`src/rtl/uart_rx_loader_pkg.sv`:
```
// uart_rx_loader_pkg -- shared SoC definitions: bus width, byte count, receiver state encoding.
// Revision 1.0 -- initial release.
`default_nettype none

`ifndef DATA_BUS_LEN
`define DATA_BUS_LEN 32
`endif

package uart_rx_loader_pkg;

  localparam int DATA_W = `DATA_BUS_LEN;
  localparam int NBYTES = `DATA_BUS_LEN / 8;
  localparam int BYTE_IDX_W = (NBYTES > 1) ? $clog2(NBYTES) : 1;

  typedef enum logic [1:0] {
    ST_IDLE  = 2'd0,
    ST_START = 2'd1,
    ST_DATA  = 2'd2,
    ST_STOP  = 2'd3
  } rx_state_t;

endpackage

`default_nettype wire

```
`src/rtl/sync2.sv`:
```
// sync2 -- two-flop synchronizer for a single asynchronous bit, with selectable reset value.
// Revision 1.0 -- initial release.
`default_nettype none

module sync2 #(
  parameter logic RST_VAL = 1'b1
) (
  input  logic CLK,
  input  logic RST,
  input  logic d,
  output logic q
);

  logic meta;

  always_ff @(posedge CLK) begin
    if (RST) begin
      meta <= RST_VAL;
      q    <= RST_VAL;
    end else begin
      meta <= d;
      q    <= meta;
    end
  end

endmodule

`default_nettype wire

```
`src/rtl/uart_rx_loader.sv`:
```
// uart_rx_loader -- 8N1 UART receiver packing little-endian bytes into a bus word with a write strobe.
// Revision 1.0 -- initial release.
`default_nettype none

module uart_rx_loader
  import uart_rx_loader_pkg::*;
#(
  parameter int CLKS_PER_BIT = 16
) (
  input  logic              CLK,
  input  logic              RST,
  input  logic              RXD,
  output logic [DATA_W-1:0] DATA_OUT,
  output logic              WR_OUT,
  output logic              FRAME_ERR,
  output logic              BUSY
);

  localparam int CNT_W = (CLKS_PER_BIT > 1) ? $clog2(CLKS_PER_BIT) : 1;
  localparam logic [CNT_W-1:0] HALF_M1 = CNT_W'(CLKS_PER_BIT / 2 - 1);
  localparam logic [CNT_W-1:0] FULL_M1 = CNT_W'(CLKS_PER_BIT - 1);
  localparam logic [BYTE_IDX_W-1:0] LAST_BYTE = BYTE_IDX_W'(NBYTES - 1);

  rx_state_t             state;
  logic                  rxs;
  logic [CNT_W-1:0]      cnt;
  logic [2:0]            bit_idx;
  logic [7:0]            shreg;
  logic [BYTE_IDX_W-1:0] byte_idx;

  // Line idles high, so the synchronizer resets to 1 to avoid a false start after reset.
  sync2 #(
    .RST_VAL(1'b1)
  ) u_sync2 (
    .CLK(CLK),
    .RST(RST),
    .d  (RXD),
    .q  (rxs)
  );

  always_ff @(posedge CLK) begin
    if (RST) begin
      state     <= ST_IDLE;
      cnt       <= '0;
      bit_idx   <= '0;
      shreg     <= '0;
      byte_idx  <= '0;
      DATA_OUT  <= '0;
      WR_OUT    <= 1'b0;
      FRAME_ERR <= 1'b0;
      BUSY      <= 1'b0;
    end else begin
      WR_OUT    <= 1'b0;
      FRAME_ERR <= 1'b0;
      case (state)
        ST_IDLE: begin
          if (!rxs) begin
            state <= ST_START;
            cnt   <= '0;
            BUSY  <= 1'b1;
          end
        end
        ST_START: begin
          if (cnt == HALF_M1) begin
            cnt <= '0;
            if (!rxs) begin
              state   <= ST_DATA;
              bit_idx <= '0;
            end else begin
              // Glitch: fall back, still busy if a partial word is held.
              state <= ST_IDLE;
              BUSY  <= (byte_idx != '0);
            end
          end else begin
            cnt <= cnt + 1'b1;
          end
        end
        ST_DATA: begin
          if (cnt == FULL_M1) begin
            cnt     <= '0;
            shreg   <= {rxs, shreg[7:1]};
            bit_idx <= bit_idx + 1'b1;
            if (bit_idx == 3'd7) begin
              state <= ST_STOP;
            end
          end else begin
            cnt <= cnt + 1'b1;
          end
        end
        ST_STOP: begin
          if (cnt == FULL_M1) begin
            cnt   <= '0;
            state <= ST_IDLE;
            if (rxs) begin
              DATA_OUT[{byte_idx, 3'b000} +: 8] <= shreg;
              if (byte_idx == LAST_BYTE) begin
                byte_idx <= '0;
                WR_OUT   <= 1'b1;
                BUSY     <= 1'b0;
              end else begin
                byte_idx <= byte_idx + 1'b1;
                BUSY     <= 1'b1;
              end
            end else begin
              FRAME_ERR <= 1'b1;
              byte_idx  <= '0;
              BUSY      <= 1'b0;
            end
          end else begin
            cnt <= cnt + 1'b1;
          end
        end
        default: begin
          state <= ST_IDLE;
        end
      endcase
    end
  end

endmodule

`default_nettype wire

```
`config.mk`:
```
export PLATFORM = sky130hd
export DESIGN_NAME = uart_rx_loader
export DESIGN_NICKNAME = d
export VERILOG_FILES = /design/src/rtl/uart_rx_loader_pkg.sv /design/src/rtl/sync2.sv /design/src/rtl/uart_rx_loader.sv
export SDC_FILE = /design/constraint.sdc
export NUM_CORES = 1
export LEC_CHECK = 0
export ABC_AREA = 1
export CELL_PAD_IN_SITES_DETAIL_PLACEMENT = 1
export CELL_PAD_IN_SITES_GLOBAL_PLACEMENT = 1
export CORE_MARGIN = 5
export CORE_UTILIZATION = 40
export CTS_BUF_LIST = sky130_fd_sc_hd__clkbuf_16
export DETAILED_ROUTE_END_ITERATION = 10
export HOLD_SLACK_MARGIN = 0.02
export MAX_ROUTING_LAYER = met4
export PLACE_DENSITY = 0.91
export SETUP_SLACK_MARGIN = 0.2
export SYNTH_ARGS = -nofsm -noshare
export SYNTH_HDL_FRONTEND = slang
export SYNTH_SLANG_ARGS = --single-unit
```
`constraint.sdc`:
```
create_clock -name CLK -period 3.11 [get_ports CLK]
set_clock_uncertainty 0.15 [all_clocks]
set_input_delay 0.4665 -clock CLK [delete_from_list [all_inputs] [get_ports CLK]]
set_output_delay 0.4665 -clock CLK [all_outputs]
set_load 0.02 [all_outputs]
```
==> results.cfg <==
[outcome]
status = finished, final reports clean

[yosys]
mappedNetlistNets = 322
asyncSetResetFlopFracSynth_pct = 0
synth_cells = 310
yosys-top-cells-count = nand2_1, dfxtp_1, a21oi_1
ys_seq_area_share_pct = 46.76
syn_area_per_cell_um2 = 7.733
synth_top_cell_area_share_pct = 46.76
netlist_area_mm2 = 0.002397
synth_flop_cell = dfxtp_1
synth_edf_count = 0
ys_ff_latch = 56
yosys_warnings = 0
synthMostInstantiatedCell = nand2_1
yosys.area.top_type = dfxtp_1
synth.area.top_cells = dfxtp_1, a21oi_1, nand2_1
synth_cell_types = 21

[place]
dp.cells = 409
io_buffers = 37
gp_congestion = 0.8648
place_hpwl_um = 4695
pre_cts_slack_ns = 0.7953
placed_area_mm2 = 0.002798

[grt]
grt_pass1_vias = 2382
overflow = 0
grt_max_degree = 31
grt_usage_pct = 19.39
antenna_found_initial = 0
grt_pass1_wl_um = 11460

[sta]
tns_ns = 0
hold_violations = 0
layout_setup_ws_ns = 0.7076
fin_crit_sh_pct = 77.25
setup_viol = 0
tightest_slew_ns = 0.5167
rsz0062_at_grt = false
drv_slew = 0
fin_crit_ns = 2.402
max-slew-margin-rel_pct = 65.32
max_freq_mhz = 416.3

[pwr]
power_density_mw_per_mm2 = 494.9
power_leakage_nw = 1.052
total_power_mw = 1.465
ir_drop_mv = 0.2382

[clock_tree]
cts_resized = 0
cts_buffers = 5
cts_max_path_buffers = 2
cts.htree.levels = 2
cts_tree = yes
clock_sinks = 56
clock-root-buffer = clkbuf_16
postCtsHoldBufs = 0
clkLatencyLatePin_ns = 0.29
post-cts-setup-buffer-count = 0
path_clk_slew_ns = 0.07

[worst_hold_path]
whs_path_depth = 1
hold_class = reg -> reg
worstHoldEndpoint = u_sync2.q
min_from = u_sync2.meta

[routing]
drtIter0Drc = 116
wl_per_cell_um = 16.00
avgViaCountPerCell = 5.360
drtPass1Iterations = 4
ant_nets = 0
drt_wl_total_um = 6673
vias = 2235
drcViolationCount = 0

[setup_path]
crit_chain = inv_1, ha_1, inv_2, or2_2, nor2_4, nand4_1, a21oi_1
startpoint_type = flop
r2r-end = DATA_OUT[16]
worstSetupPathType = reg -> reg
crit_path_end_kind = flop
crit_family = simple AND/OR/NAND/NOR gates
worstPathRequired_ns = 3.18
slowest_delay_ns = 0.53
arrival_ns = 2.47
r2r_setup_slack_ns = 0.71
crit_slowest_cell = ha_1
cp_num_buf_inv = 2
r2r_cells = 7
timing.rr.start = byte_idx[0]
worst-path-max-fanout = 9

[cells_and_area]
drive_gt1_share_pct = 7.310
fin_nets = 353
antenna_cells = 0
fin_area_mm2 = 0.002960
area_growth_pct = 23.49
finalNonFillerCells = 417

[floorplanning]
num_io_pins = 38
start_util_pct = 40.73
core_area_mm2 = 0.005886
die-area_mm2 = 0.007641
chipWidth_um = 87.42
fp-row-count = 28
die_h_um = 87.42

[run]
drv_cap = 0
==> where the power goes <==
group	internal [mW]	switching (mW)	leakage (nW)
logic	0.0314	0.0648	0.521
registers	0.730	0.0139	0.452
clock network	0.375	0.250	0.0789
==> per-stage QoR <==
stage,hold WS (ns),utilization [%]
finish,0.2566,50.30
global route,0.2897,50.30
CTS,0.2618,50.30
detailed placement,0.2494,47.53
global placement,0.2423,47.53
floorplan,0.2395,-
==> sequential cells by signal, summed over array words and instances, names as in the netlist, named ones only <==
| signal | cells |
|---|---|
| BUSY | 1 |
| DATA_OUT | 32 |
| FRAME_ERR | 1 |
| WR_OUT | 1 |
| bit_idx | 3 |
| byte_idx | 2 |
| cnt | 4 |
| shreg | 8 |
| state | 1 |
| u_sync2.meta | 1 |
| u_sync2.q | 1 |
==> worst reg2reg max path, stage by stage, from the launching register on <==
cell and delay (ns):
dfxtp_1 0.49, inv_1 0.22, ha_1 0.53, inv_2 0.09
or2_2 0.33, nor2_4 0.20, nand4_1 0.14, a21oi_1 0.18
==> cells in the final DEF, fill, tap and decap left out <==
cell type / Yosys / final
nand2_1: 63 / 63
dfxtp_1: 56 / 56
a21oi_1: 51 / 51
clkdlybuf4s50_1: 0 / 37
inv_1: 23 / 23
nand4_1: 23 / 23
nor2_1: 16 / 16
nand3_1: 15 / 15
o21ai_0: 14 / 14
ha_1: 9 / 9
nor3_1: 6 / 6
nand2_2: 5 / 5
clkbuf_16: 0 / 5
nor2_2: 4 / 4
or2_2: 3 / 3
inv_2: 2 / 2
nor2_4: 2 / 2
clkinv_1: 0 / 2
buf_4: 4 / 2
nand3_2: 1 / 1
o21ai_1: 1 / 1
a211oi_1: 1 / 1
bufinv_16: 0 / 1
==> layer usage <==
| layer | track usage [%] | routed length [um] | up-vias |
|---|---|---|---|
| met5 | - | 0 | - |
| met4 | 5.997 | 93 | 0 |
| met3 | 2.271 | 224 | 7 |
| met2 | 33.29 | 3394 | 37 |
| met1 | 23.67 | 2961 | 1089 |
| li1 | - | - | 1102 |
==> area by class of cell <==
cell class	count	area [um^2]
Fill cell	716	2925
Sequential cell	56	1121
Multi-Input combinational cell	214	1104
Timing Repair Buffer	39	385.4
Clock buffer	5	125.1
Inverter	25	93.84
Tap cell	75	93.84
Clock inverter	3	37.54
==> cell families (layout without fill, tap and decap cells) <==
family,count (synthesis),in the layout,synth area share (%)
buffers and inverters,40,72,7.203
flip-flops,56,56,46.76
adder cells (fa/ha/maj),9,9,4.697
AND/OR/NAND/NOR,138,138,27.24
AO/OA/AOI/OAI,67,67,14.09
==> worst max-delay path by stage <==
stage	to	cells after the start	start
detailed placement	DATA_OUT[20]	7	byte_idx[0]
finish	DATA_OUT[16]	7	byte_idx[0]
floorplan	DATA_OUT[16]	8	byte_idx[0]
CTS	DATA_OUT[16]	7	byte_idx[0]
global placement	DATA_OUT[20]	7	byte_idx[0]
global route	DATA_OUT[18]	7	byte_idx[0]
Power figures use the tool's default switching activity.
